## src/rtl/mem_port_arbiter_pkg.sv

```systemverilog
// Shared definitions for the fetch/data memory port arbiter:
// FSM state encoding, port-owner enumeration and default widths.
package mem_port_arbiter_pkg;

  localparam int DEF_ADDR_W     = 32;
  localparam int DEF_DATA_W     = 32;
  localparam int DEF_STARVE_MAX = 4;

  typedef enum logic [1:0] {
    ST_IDLE = 2'd0,
    ST_REQ  = 2'd1,
    ST_RESP = 2'd2
  } state_e;

  typedef enum logic {
    OWN_IF = 1'b0,
    OWN_DM = 1'b1
  } owner_e;

endpackage

```

## src/rtl/mem_arb_select.sv

```systemverilog
// Winner selection between the fetch port and the data port.
// Default build: fixed data priority, with a saturating starvation counter
// that forces a fetch win after STARVE_MAX consecutive fetch losses.
// With MEM_ARB_RR_EN defined: round-robin on a last-winner flag instead.
module mem_arb_select
  import mem_port_arbiter_pkg::*;
#(
  parameter int STARVE_MAX = DEF_STARVE_MAX
)
(
  input  logic   clk,
  input  logic   rstn,
  input  logic   sel_en,
  input  logic   if_req,
  input  logic   dm_req,
  output owner_e win
);

`ifdef MEM_ARB_RR_EN

  owner_e last_win;

  // When both ports request, the side that did not win last time gets the port.
  always_comb begin
    win = OWN_DM;
    if (if_req && dm_req) begin
      win = (last_win == OWN_DM) ? OWN_IF : OWN_DM;
    end else if (if_req) begin
      win = OWN_IF;
    end
  end

  // Remember the winner of every arbitration; reset as if data won last.
  always_ff @(posedge clk or negedge rstn) begin
    if (!rstn) begin
      last_win <= OWN_DM;
    end else if (sel_en) begin
      last_win <= win;
    end
  end

`else

  localparam int CNT_W = $clog2(STARVE_MAX + 1);

  logic [CNT_W-1:0] starve_cnt;
  logic             starved;

  assign starved = (starve_cnt == CNT_W'(STARVE_MAX));

  // Data wins by default; a starved fetch request overrides it.
  always_comb begin
    win = OWN_DM;
    if (if_req && (!dm_req || starved)) begin
      win = OWN_IF;
    end
  end

  // Count fetch losses at each arbitration, clear on a fetch win, saturate.
  always_ff @(posedge clk or negedge rstn) begin
    if (!rstn) begin
      starve_cnt <= '0;
    end else if (sel_en) begin
      if (win == OWN_IF) begin
        starve_cnt <= '0;
      end else if (if_req && !starved) begin
        starve_cnt <= starve_cnt + 1'b1;
      end
    end
  end

`endif

endmodule

```

## src/rtl/mem_port_arbiter.sv

```systemverilog
// Shares one single-port memory between the fetch stage and the memory stage
// with at most one transaction outstanding (IDLE -> REQ -> RESP).
// Optional build macro: MEM_ARB_RR_EN selects round-robin arbitration.
module mem_port_arbiter
  import mem_port_arbiter_pkg::*;
#(
  parameter int ADDR_W     = DEF_ADDR_W,
  parameter int DATA_W     = DEF_DATA_W,
  parameter int STARVE_MAX = DEF_STARVE_MAX
)
(
  input  logic                i_clk,
  input  logic                i_rstn,
  // fetch side
  input  logic                i_if_req,
  input  logic [ADDR_W-1:0]   i_if_addr,
  output logic                o_if_gnt,
  output logic                o_if_rvalid,
  output logic [DATA_W-1:0]   o_if_rdata,
  // data side
  input  logic                i_dm_req,
  input  logic                i_dm_we,
  input  logic [ADDR_W-1:0]   i_dm_addr,
  input  logic [DATA_W-1:0]   i_dm_wdata,
  input  logic [DATA_W/8-1:0] i_dm_be,
  output logic                o_dm_gnt,
  output logic                o_dm_rvalid,
  output logic [DATA_W-1:0]   o_dm_rdata,
  // memory side
  output logic                o_mem_req,
  output logic                o_mem_we,
  output logic [ADDR_W-1:0]   o_mem_addr,
  output logic [DATA_W-1:0]   o_mem_wdata,
  output logic [DATA_W/8-1:0] o_mem_be,
  input  logic                i_mem_gnt,
  input  logic                i_mem_rvalid,
  input  logic [DATA_W-1:0]   i_mem_rdata,
  // pipeline holds
  output logic                o_stall_if,
  output logic                o_stall_mem
);

  localparam int BE_W = DATA_W / 8;

  state_e              state;
  owner_e              owner;
  owner_e              win;
  logic                sel_en;
  logic [ADDR_W-1:0]   cmd_addr;
  logic                cmd_we;
  logic [DATA_W-1:0]   cmd_wdata;
  logic [BE_W-1:0]     cmd_be;
  logic                gnt_if_q;
  logic                gnt_dm_q;
  logic                resp_hit;

  assign sel_en = (state == ST_IDLE) && (i_if_req || i_dm_req);

  mem_arb_select #(
    .STARVE_MAX (STARVE_MAX)
  ) u_select (
    .clk    (i_clk),
    .rstn   (i_rstn),
    .sel_en (sel_en),
    .if_req (i_if_req),
    .dm_req (i_dm_req),
    .win    (win)
  );

  // Transaction FSM: latch the winner's command, hold it until granted,
  // then wait for the read data / write acknowledge.
  always_ff @(posedge i_clk or negedge i_rstn) begin
    if (!i_rstn) begin
      state     <= ST_IDLE;
      owner     <= OWN_IF;
      cmd_addr  <= '0;
      cmd_we    <= 1'b0;
      cmd_wdata <= '0;
      cmd_be    <= '0;
      gnt_if_q  <= 1'b0;
      gnt_dm_q  <= 1'b0;
    end else begin
      gnt_if_q <= 1'b0;
      gnt_dm_q <= 1'b0;
      case (state)
        ST_IDLE: begin
          if (sel_en) begin
            owner <= win;
            state <= ST_REQ;
            if (win == OWN_DM) begin
              cmd_addr  <= i_dm_addr;
              cmd_we    <= i_dm_we;
              cmd_wdata <= i_dm_wdata;
              cmd_be    <= i_dm_be;
            end else begin
              cmd_addr  <= i_if_addr;
              cmd_we    <= 1'b0;
              cmd_wdata <= '0;
              cmd_be    <= '1;
            end
          end
        end
        ST_REQ: begin
          // A same-cycle rvalid is not a response to this request yet.
          if (i_mem_gnt) begin
            state    <= ST_RESP;
            gnt_if_q <= (owner == OWN_IF);
            gnt_dm_q <= (owner == OWN_DM);
          end
        end
        ST_RESP: begin
          if (i_mem_rvalid) begin
            state <= ST_IDLE;
          end
        end
        default: state <= ST_IDLE;
      endcase
    end
  end

  assign o_mem_req   = (state == ST_REQ);
  assign o_mem_we    = (state == ST_REQ) && cmd_we;
  assign o_mem_addr  = cmd_addr;
  assign o_mem_wdata = cmd_wdata;
  assign o_mem_be    = cmd_be;

  assign o_if_gnt    = gnt_if_q;
  assign o_dm_gnt    = gnt_dm_q;

  // Responses are steered straight through to the owner in the rvalid cycle.
  assign resp_hit    = (state == ST_RESP) && i_mem_rvalid;
  assign o_if_rvalid = resp_hit && (owner == OWN_IF);
  assign o_dm_rvalid = resp_hit && (owner == OWN_DM);
  assign o_if_rdata  = i_mem_rdata;
  assign o_dm_rdata  = i_mem_rdata;

  assign o_stall_if  = i_if_req && !o_if_rvalid;
  assign o_stall_mem = i_dm_req && !o_dm_rvalid;

endmodule

```

## config.mk

```make
export PLATFORM = sky130hd
export DESIGN_NAME = mem_port_arbiter
export DESIGN_NICKNAME = d
export VERILOG_FILES = /design/src/rtl/mem_port_arbiter_pkg.sv /design/src/rtl/mem_arb_select.sv /design/src/rtl/mem_port_arbiter.sv
export SDC_FILE = /design/constraint.sdc
export NUM_CORES = 1
export LEC_CHECK = 0
export CORE_MARGIN = 2
export CORE_UTILIZATION = 28
export DETAILED_ROUTE_END_ITERATION = 7
export GPL_ROUTABILITY_DRIVEN = 0
export GPL_TIMING_DRIVEN = 0
export REMOVE_ABC_BUFFERS = 1
export SLEW_MARGIN = 20
export SYNTH_ARGS = -nofsm -noshare
export SYNTH_HDL_FRONTEND = slang
export SYNTH_HIERARCHICAL = 1
export SYNTH_SLANG_ARGS = --single-unit
export TNS_END_PERCENT = 30
```

## constraint.sdc

```tcl
create_clock -name i_clk -period 5.2 [get_ports i_clk]
set_input_delay 0.78 -clock i_clk [delete_from_list [all_inputs] [get_ports i_clk]]
set_output_delay 0.78 -clock i_clk [all_outputs]
set_load 0.02 [all_outputs]
```

==> metrics.md <==
| Metric | Value |
|---|---|
| TritonCTS clock tree | `built` |
| Period minus WS final | `3.084 ns` |
| Final Slew Violations | `0` |
| Clock buffer count from CTS | `9` |
| 1st-pass router iterations | `6` |
| Commonest cells post-synth | `dfrtp_1 (77), buf_4 (67), mux2_4 (58), nand2_1 (37), inv_1 (36)` |
| Wirelength, routed | `12,590 µm` |
| Ys Warns | `6` |
| Total global routing overflow | `0` |
| Number of unique standard cell types used by synthesis | `30` |
| Clk buf depth | `2` |
| Site row count | `45` |
| Final #Nets | `624` |
| HPWL after detailed placement | `9601 µm` |
| Synth area leaders | `dfrtp_1 (44%), mux2_4 (20%), buf_4 (11%), mux2i_1 (7.5%), nand2_1 (3.2%)` |
| Initial antenna violation count | `0` |
| Switching Share | `0.3509` |
| Fin area | `0.006315 mm²` |
| Fillers | `1,430` |
| CP required | `4.42 ns` |
| Post-CTS Resized | `0` |
| Async set or reset register ratio after synthesis | `1.000` |
| Worst Setup EP | `o_if_rvalid` |
| H-tree Lvls | `3` |
| Post-synth EDFFs | `0` |
| Root buffer cell | `clkbuf_16` |
| Tot GR Track Use | `0.1505` |
| Initial Util | `0.2872` |
| # hold bufs at CTS | `0` |
| Net switching power | `0.001291 W` |
| R2R cell count | `7` |
| Clock network fraction of total power | `0.181` |
| Actual slew at the worst max-slew pin | `0.5871 ns` |
| Mean area per synthesized cell | `12.14 µm²` |
| DRC | `0` |
| Worst skew pair latency | `0.34 ns` |
| Crit end category | `primary output` |
| Top-count cell post-synth | `dfrtp_1` |
| Gate power share | `0.527` |
| Worst vdd ir | `0.0002732 V` |
| Leakage | `2.877 nW` |
| Cell Pwr Density | `582.5 mW/mm²` |
| Max cap viols | `0` |
| Area of the multi-input gates | `0.001710 mm²` |
| # setup viols final | `0` |
| ANT cells | `0` |
| Post-synthesis cell area | `0.004383 mm²` |
| RR Startpoint | `u_select/starve_cnt[0]$_DFFE_PN0P_` |
| Worst-path clk slew | `0.06 ns` |
| Register area share after synthesis | `0.4396` |
| Synth Flop Type | `dfrtp_1` |
| Hold Vio Cnt, Final | `0` |
| Core region area | `0.01526 mm²` |
| Post-Layout Cell Count | `699` |
| Vias in the first global route | `3,127` |
| Clock skew | `0.004792 ns` |
| Crit Path Max Fanout | `2` |
| Largest net degree at the start of global routing | `42` |
| Internal power | `0.002388 W` |
| # clock sinks | `77` |
| Die width | `129.1 µm` |
| Status | `finished, final reports clean` |
| Critical Path Source Type | `input port` |
| First-pass GRT wire length | `18,640 µm` |
| Achievable frequency | `0.3243 GHz` |
| Layout cells sized above 1 | `0.1926` |
| DRT iter0 DRCs | `85` |
| Worst Hold Slack | `0.4146 ns` |
| Seq pwr share | `0.292` |
| RSZ-0062 raised after global routing | `no` |
| Tcrit/Tclk final | `0.5930` |
| Die height | `129.1 µm` |
| Placed inst area | `0.006006 mm²` |
| Final antenna-violating net count | `0` |
| R2r endpoint | `o_mem_addr[4]$_DFFE_PN0P_` |
| Cell count after placement | `683` |
| Worst Path Class, Setup | `in -> out` |
| Worst path arrival time | `2.30 ns` |
| Synthesized flop and latch total | `77` |
| Post-CTS setup buffer count | `0` |
| Leading area contributor after synthesis | `dfrtp_1` |
| Die Footprint | `0.01667 mm²` |
| Slew HR | `0.6073` |
| Worst Hold Class | `in -> async` |
| Io pins | `279` |
| Storage element area | `0.001927 mm²` |
| Post-synth top area share | `0.4396` |
| Mapped Cells | `361` |
| Vias | `2,975` |
| Syn-to-layout area delta | `44.08%` |
| Crit path from | `i_mem_rvalid` |
| Pre-CTS WS | `1.858 ns` |
| Wire length per cell | `18.02 µm` |
| Port Buffers | `182` |
| Via density | `4.256` |
| R2R setup slack | `2.86 ns` |
| Fin worst setup slack | `2.116 ns` |
## metal layers
layer | vias up | routed length, µm | global-route usage
li1 | 1349 | - | -
met1 | 1420 | 5457 | 0.1908
met2 | 187 | 4952 | 0.1926
met3 | 17 | 1962 | 0.1135
met4 | 2 | 159 | 0.04412
met5 | - | 62 | 0.04412
## cell usage in the layout, fill, tap and decap left out, types with 4 or more instances in the layout
master             n
mux2_2             5
mux2i_1           33
buf_8              4
mux2_4            58
clkbuf_16          9
inv_1             36
nand2b_1           5
clkdlybuf4s50_1  181
nand2_1           36
dfrtp_1           77
mux2_1             6
## power groups by stage
stage / sequential [W] / combinational (W) / clock, W
finish: 0.00107 / 0.00194 / 0.000666
detailed placement: 0.00107 / 0.00196 / 0
CTS: 0.00107 / 0.00197 / 0.000695
floorplan: 0.00139 / 0.000813 / 0
global placement: 0.00106 / 0.00198 / 0
global route: 0.00111 / 0.00206 / 0.000713
## layout make-up
| type | count | share of cell area |
|---|---|---|
| Inverter | 36 | 0.02140 |
| Tap cell | 211 | 0.04181 |
| Timing Repair Buffer | 191 | 0.3119 |
| Sequential cell | 77 | 0.3051 |
| Clock buffer | 12 | 0.03745 |
| Clock inverter | 4 | 0.01149 |
| Multi-Input combinational cell | 168 | 0.2709 |
## kinds of logic after synthesis
| group | share of synthesized area |
|---|---|
| and+or+nand+nor | 0.05967 |
| buffers and inverters | 0.1733 |
| muxes | 0.3023 |
| AOI/OAI and AO/OA | 0.01941 |
| adders and majority gates | 0.005708 |
| DFF | 0.4396 |
## stage by stage
stage / utilization / power, W / TNS [ns]
floorplan: - / 0.002206 / -19.67
global placement: 0.3830 / 0.003043 / -190.03
detailed placement: 0.3936 / 0.003031 / 0
CTS: 0.4139 / 0.003737 / 0
global route: 0.4139 / 0.003886 / 0
finish: 0.4139 / 0.003678 / 0
## critical path, cell delays in order
cell and delay, ns:
clkdlybuf4s50_1 0.48, nand2_1 0.07, nor3_1 0.29, clkdlybuf4s50_1 0.68
## how the worst min path moves through the flow
stage / start / to / slack [ns] / cells past startpoint
2_1_floorplan: owner$_DFFE_PN0P_ / o_if_gnt$_DFF_PN0_ / 0.44 / 1
3_3_place_gp: o_mem_be[1]$_DFFE_PN0P_ / o_mem_be[1]$_DFFE_PN0P_ / 0.47 / 1
3_5_place_dp: o_mem_be[2]$_DFFE_PN0P_ / o_mem_be[2]$_DFFE_PN0P_ / 0.48 / 1
4_1_cts: i_rstn / u_select/starve_cnt[0]$_DFFE_PN0P_ / 0.42 / 1
5_1_grt: i_rstn / u_select/starve_cnt[2]$_DFFE_PN0P_ / 0.44 / 1
6_report: i_rstn / u_select/starve_cnt[2]$_DFFE_PN0P_ / 0.41 / 1
## registers in the layout, summed over array words and instances (netlist names)
signal               count
o_mem_addr              32
o_if_gnt                 1
owner                    1
o_dm_gnt                 1
cmd_we                   1
o_mem_wdata             32
u_select/starve_cnt      3
o_mem_be                 4
state                    2
Power figures use the tool's default switching activity.
==> patch 1, RTL diff (same settings) <==
Add a define of `MEM_ARB_RR_EN`.
--- a/src/rtl/mem_arb_select.sv
+++ b/src/rtl/mem_arb_select.sv
@@ -2,6 +2,8 @@
 // Default build: fixed data priority, with a saturating starvation counter
 // that forces a fetch win after STARVE_MAX consecutive fetch losses.
 // With MEM_ARB_RR_EN defined: round-robin on a last-winner flag instead.
+`define MEM_ARB_RR_EN
+
 module mem_arb_select
   import mem_port_arbiter_pkg::*;
 #(
Function: changed (Yosys sat finds a counterexample within 4 cycles, from zero or initial values and one cycle with i_rstn low).
==> patch 1 against the original RTL <==
  * Synthesized area down 3.7%
  * Routed wire length fell by 0.50%
  * Total power shrank 5.2%
  * Sequential cell count decreased by 2
  * Final cell count shrank 6.0%
  * Hold slack gained 0.00080 ns
  * Final area down 3.1%
  * Worst setup slack worse by 0.031 ns
  * Sequential power is 5% lower
==> patch 1: results <==
export IMPL_drive_gt1_share_pct=19.0
export IMPL_placedCellCount=641
export IMPL_ys_seq_elements=75
export IMPL_met1_length_mm=5.19
export IMPL_hpwlAfterDp_mm=9.58
export IMPL_use_met1_pct=18.4
export IMPL_synth_compound_area_share_pct=0.445
export IMPL_cts_inserted_buffers=9
export IMPL_skew_ns=0.00974
export IMPL_leakagePower_nw=2.76
export IMPL_synthAdderAreaFrac_pct=0
export IMPL_gr_usage_met2_pct=20.4
export IMPL_seq_area_frac_synth_pct=44.5
export IMPL_area_share_clock_buf_inv_pct=4.78
export IMPL_synth_mux_area_share_pct=31.4
export IMPL_synthTopCellsByArea="dfrtp_1 44%, mux2_4 21%, buf_4 12%"
export IMPL_combinationalPower_mw=1.87
export IMPL_placedInstanceArea_um2=5830
export IMPL_grtUsageTotal_pct=15.5
export IMPL_nClkBuffers=15
export IMPL_grt_max_degree=40
export IMPL_synthTopCellsByCount="74 x dfrtp_1, 67 x buf_4, 58 x mux2_4, 36 x nand2_1, 34 x inv_1"
export IMPL_drt_iter0_drc=75
export IMPL_ys_types=23
export IMPL_multiInputGateArea_um2=1600
export IMPL_vias_per_cell=4.40
export IMPL_buffers=190
export IMPL_fillers=1372
export IMPL_finalNonFillerCells=657
export IMPL_wl_met2_mm=4.91
export IMPL_pwr_share_clk_pct=17.3
export IMPL_routed_wl_met3_mm=2.10
export IMPL_drt_pass1_iter_count=4
export IMPL_post_drt_wl_per_cell_um=19.1
export IMPL_grtUsageMet3_pct=12.3
export IMPL_seqCellArea_um2=1880
export IMPL_syn_avg_cell_area_um2=12.2
export IMPL_swShare_pct=34.7
export IMPL_grt_first_pass_wirelength_mm=18.7
export IMPL_area_share_nonclk_buffers_pct=32.5
export IMPL_p_switching_mw=1.21
export IMPL_grt_pass1_vias=3169
export IMPL_ir_worst_vdd_v=0.000247
export IMPL_status="complete, no violations"
export IMPL_pre_cts_ws_ns=2.01
export IMPL_area_delta_synth_final_pct=45.1
export IMPL_fin_nets=607
export IMPL_pwr_density_cell_nw_per_um2=570
export IMPL_num_multi_input_gates=158
export IMPL_max_slew_margin_pct=50.0
-- patch 1: worst register-to-register path, cell delays in order, from the launching register on --
cell and delay [ns]:
dfrtp_1 0.43, nor3_4 0.66, buf_6 0.30, buf_16 0.18
buf_16 0.16, mux2_2 0.34
-- patch 1: final timing paths --
kind / start / end / slack [ns] / cells after the start
hold reg to reg: owner / o_if_gnt / 0.48 / 1
setup reg to reg: state[0] / o_mem_addr[5] / 3.02 / 5
min in group i_clk: owner / o_if_gnt / 0.48 / 1
max in group asynchronous: i_rstn / u_select/last_win / 4.14 / 2
hold / removal: i_rstn / o_mem_addr[21] / 0.42 / 1
setup / recovery: i_mem_rvalid / o_dm_rvalid / 2.08 / 4
-- patch 1: kinds of logic (layout without fill, tap and decap cells) --
logic type | after synthesis | count (layout)
AOI/OAI and AO/OA | 3 | 3
buffers and inverters | 114 | 240
DFF | 75 | 75
muxes | 102 | 102
and+or+nand+nor | 53 | 53
==> patch 2, RTL diff (config.mk and constraints unchanged) <==
Without the edit above. Re-encode `state_e` (3 states) as one-hot, 3 bits wide.
--- a/src/rtl/mem_port_arbiter_pkg.sv
+++ b/src/rtl/mem_port_arbiter_pkg.sv
@@ -6,10 +6,10 @@
   localparam int DEF_DATA_W     = 32;
   localparam int DEF_STARVE_MAX = 4;
 
-  typedef enum logic [1:0] {
-    ST_IDLE = 2'd0,
-    ST_REQ  = 2'd1,
-    ST_RESP = 2'd2
+  typedef enum logic [2:0] {
+    ST_IDLE = 3'b001,
+    ST_REQ  = 3'b010,
+    ST_RESP = 3'b100
   } state_e;
 
   typedef enum logic {
Check against the original RTL: same outputs for any inputs over 4 cycles, from zero or initial values and one cycle with i_rstn low; so few cycles prove little.
==> patch 2 against the original RTL <==
  * Fmax is 4.1% lower
  * Routed wire length hardly changed
  * Synthesized area is 0.11% lower
  * Critical path type unchanged
  * Worst setup slack worse by 0.13 ns
  * Register-to-register slack worse by 0.11 ns
  * Total power is 0.36% lower
  * Final area is 0.42% lower
  * Via count is 1.2% higher
  * Combinational power is 2% lower
  * Critical path depth stayed put
  * Sequential cell count is 1 higher
  * Largest power group unchanged
==> patch 2: results <==
export IMPL_cts_root_buf="clkbuf_16"
export IMPL_seq_area_frac_synth_pct=44.6
export IMPL_cts_inserted_buffers=9
export IMPL_start_util_pct=28.7
export IMPL_cts_resized=0
export IMPL_synthArstFlopShare_pct=100
export IMPL_vias_per_cell=4.27
export IMPL_ys_types=36
export IMPL_grt_pass1_vias=3115
export IMPL_drt_iter0_drc=93
export IMPL_fin_nets=631
export IMPL_drt_pass1_iter_count=4
export IMPL_fillers=1440
export IMPL_cts_max_level=3
export IMPL_leakagePower_nw=2.79
export IMPL_synthTopCellsByCount="77 x dfrtp_1, 64 x buf_4, 36 x inv_1, 35 x mux2_2, 35 x nand2_1"
export IMPL_cts_buffer_depth=2
export IMPL_post_drt_wl_per_cell_um=17.9
export IMPL_clock_latency_ns=0.33
export IMPL_worst_slew_pin_slew_ns=0.692
export IMPL_synthTopCellsByArea="dfrtp_1 44%, mux2_4 11%, buf_4 11%"
export IMPL_status="complete, no violations"
export IMPL_n_antenna_cell=0
export IMPL_antenna_found_initial=0
export IMPL_grt_first_pass_wirelength_mm=18.3
export IMPL_placedInstanceArea_um2=5970
export IMPL_grtUsageTotal_pct=15.0
export IMPL_fin_area_um2=6290
export IMPL_path_clk_slew_ns=0.06
export IMPL_cp_arrival_ns=2.44
export IMPL_drive_gt1_share_pct=21.7
export IMPL_grt_max_degree=44
export IMPL_port_buffer_count=182
export IMPL_hpwlAfterDp_mm=9.77
export IMPL_yosys_warnings=6
export IMPL_skew_ns=0.00478
export IMPL_critPathMaxFanout=2
export IMPL_ir_worst_vdd_v=0.000232
patch 2: cell count changes after synthesis, sizes merged, moves of 2 or more:
cell and delta:
a21oi +2, clkbuf +3, nand2 -2, buf -3
patch 2: area by class of cell:
type / instances / area share, %
clock buffer: 11 / 4.02
clock inverter: 4 / 1.11
inverter: 36 / 2.15
multi-input combinational: 171 / 26.2
sequential: 78 / 31.1
tap: 211 / 4.20
timing repair buffer: 194 / 31.2
patch 2: logic make-up (layout without fill, tap and decap cells):
| group | Yosys count | after routing | share of synthesized area, % |
|---|---|---|---|
| buffers and inverters | 116 | 245 | 17.9 |
| multiplexers | 102 | 102 | 28.1 |
| flip-flops | 78 | 78 | 44.6 |
| AND/OR/NAND/NOR | 58 | 58 | 6.75 |
| AO/OA/AOI/OAI | 9 | 9 | 2.06 |
| adder cells (fa/ha/maj) | 2 | 2 | 0.572 |
patch 2: path summary, 6_finish.rpt:
kind | from | endpoint | slack [ns] | cells after the start
worst max-delay path | i_mem_rvalid | o_if_rvalid | 1.98 | 4
worst min-delay path | i_rstn | u_select/starve_cnt[2] | 0.44 | 1
worst max register to register | state[0] | o_mem_addr[0] | 2.75 | 6
worst min register to register | o_mem_addr[4] | o_mem_addr[4] | 0.49 | 1
max in group asynchronous | i_rstn | state[0] | 4.10 | 2
min in group i_clk | o_mem_addr[4] | o_mem_addr[4] | 0.49 | 1
patch 2: worst max-delay path, cell delays in order:
cell and delay, ns:
clkdlybuf4s50_1 0.47, nor4bb_1 0.33, nor2b_1 0.23, clkdlybuf4s50_1 0.63
patch 2: routing by layer:
metal	vias up	share of wire (%)	global-route usage (%)	wire length (um)
met5	-	1.3	8.82	158
met4	4	1.5	5.37	187
met3	14	16	11.7	2030
met2	201	39	18.6	4850
met1	1418	43	18.6	5350
li1	1375	-	-	-
patch 2: power by group:
group / switching [mW] / internal [mW]
Clock: 0.237 / 0.442
Sequential: 0.172 / 0.909
Combinational: 0.849 / 1.06
Total: 1.26 / 2.41
patch 2: through the flow:
| step | setup slack (ns) | TNS, ns | instances |
|---|---|---|---|
| 2_1_floorplan | 0.245 | 0 | 285 |
| 3_3_place_gp | -1.81 | -125.66 | 678 |
| 3_5_place_dp | 1.68 | 0 | 690 |
| 4_1_cts | 1.97 | 0 | 705 |
| 5_1_grt | 1.82 | 0 | 705 |
| 6_report | 1.98 | 0 | 705 |
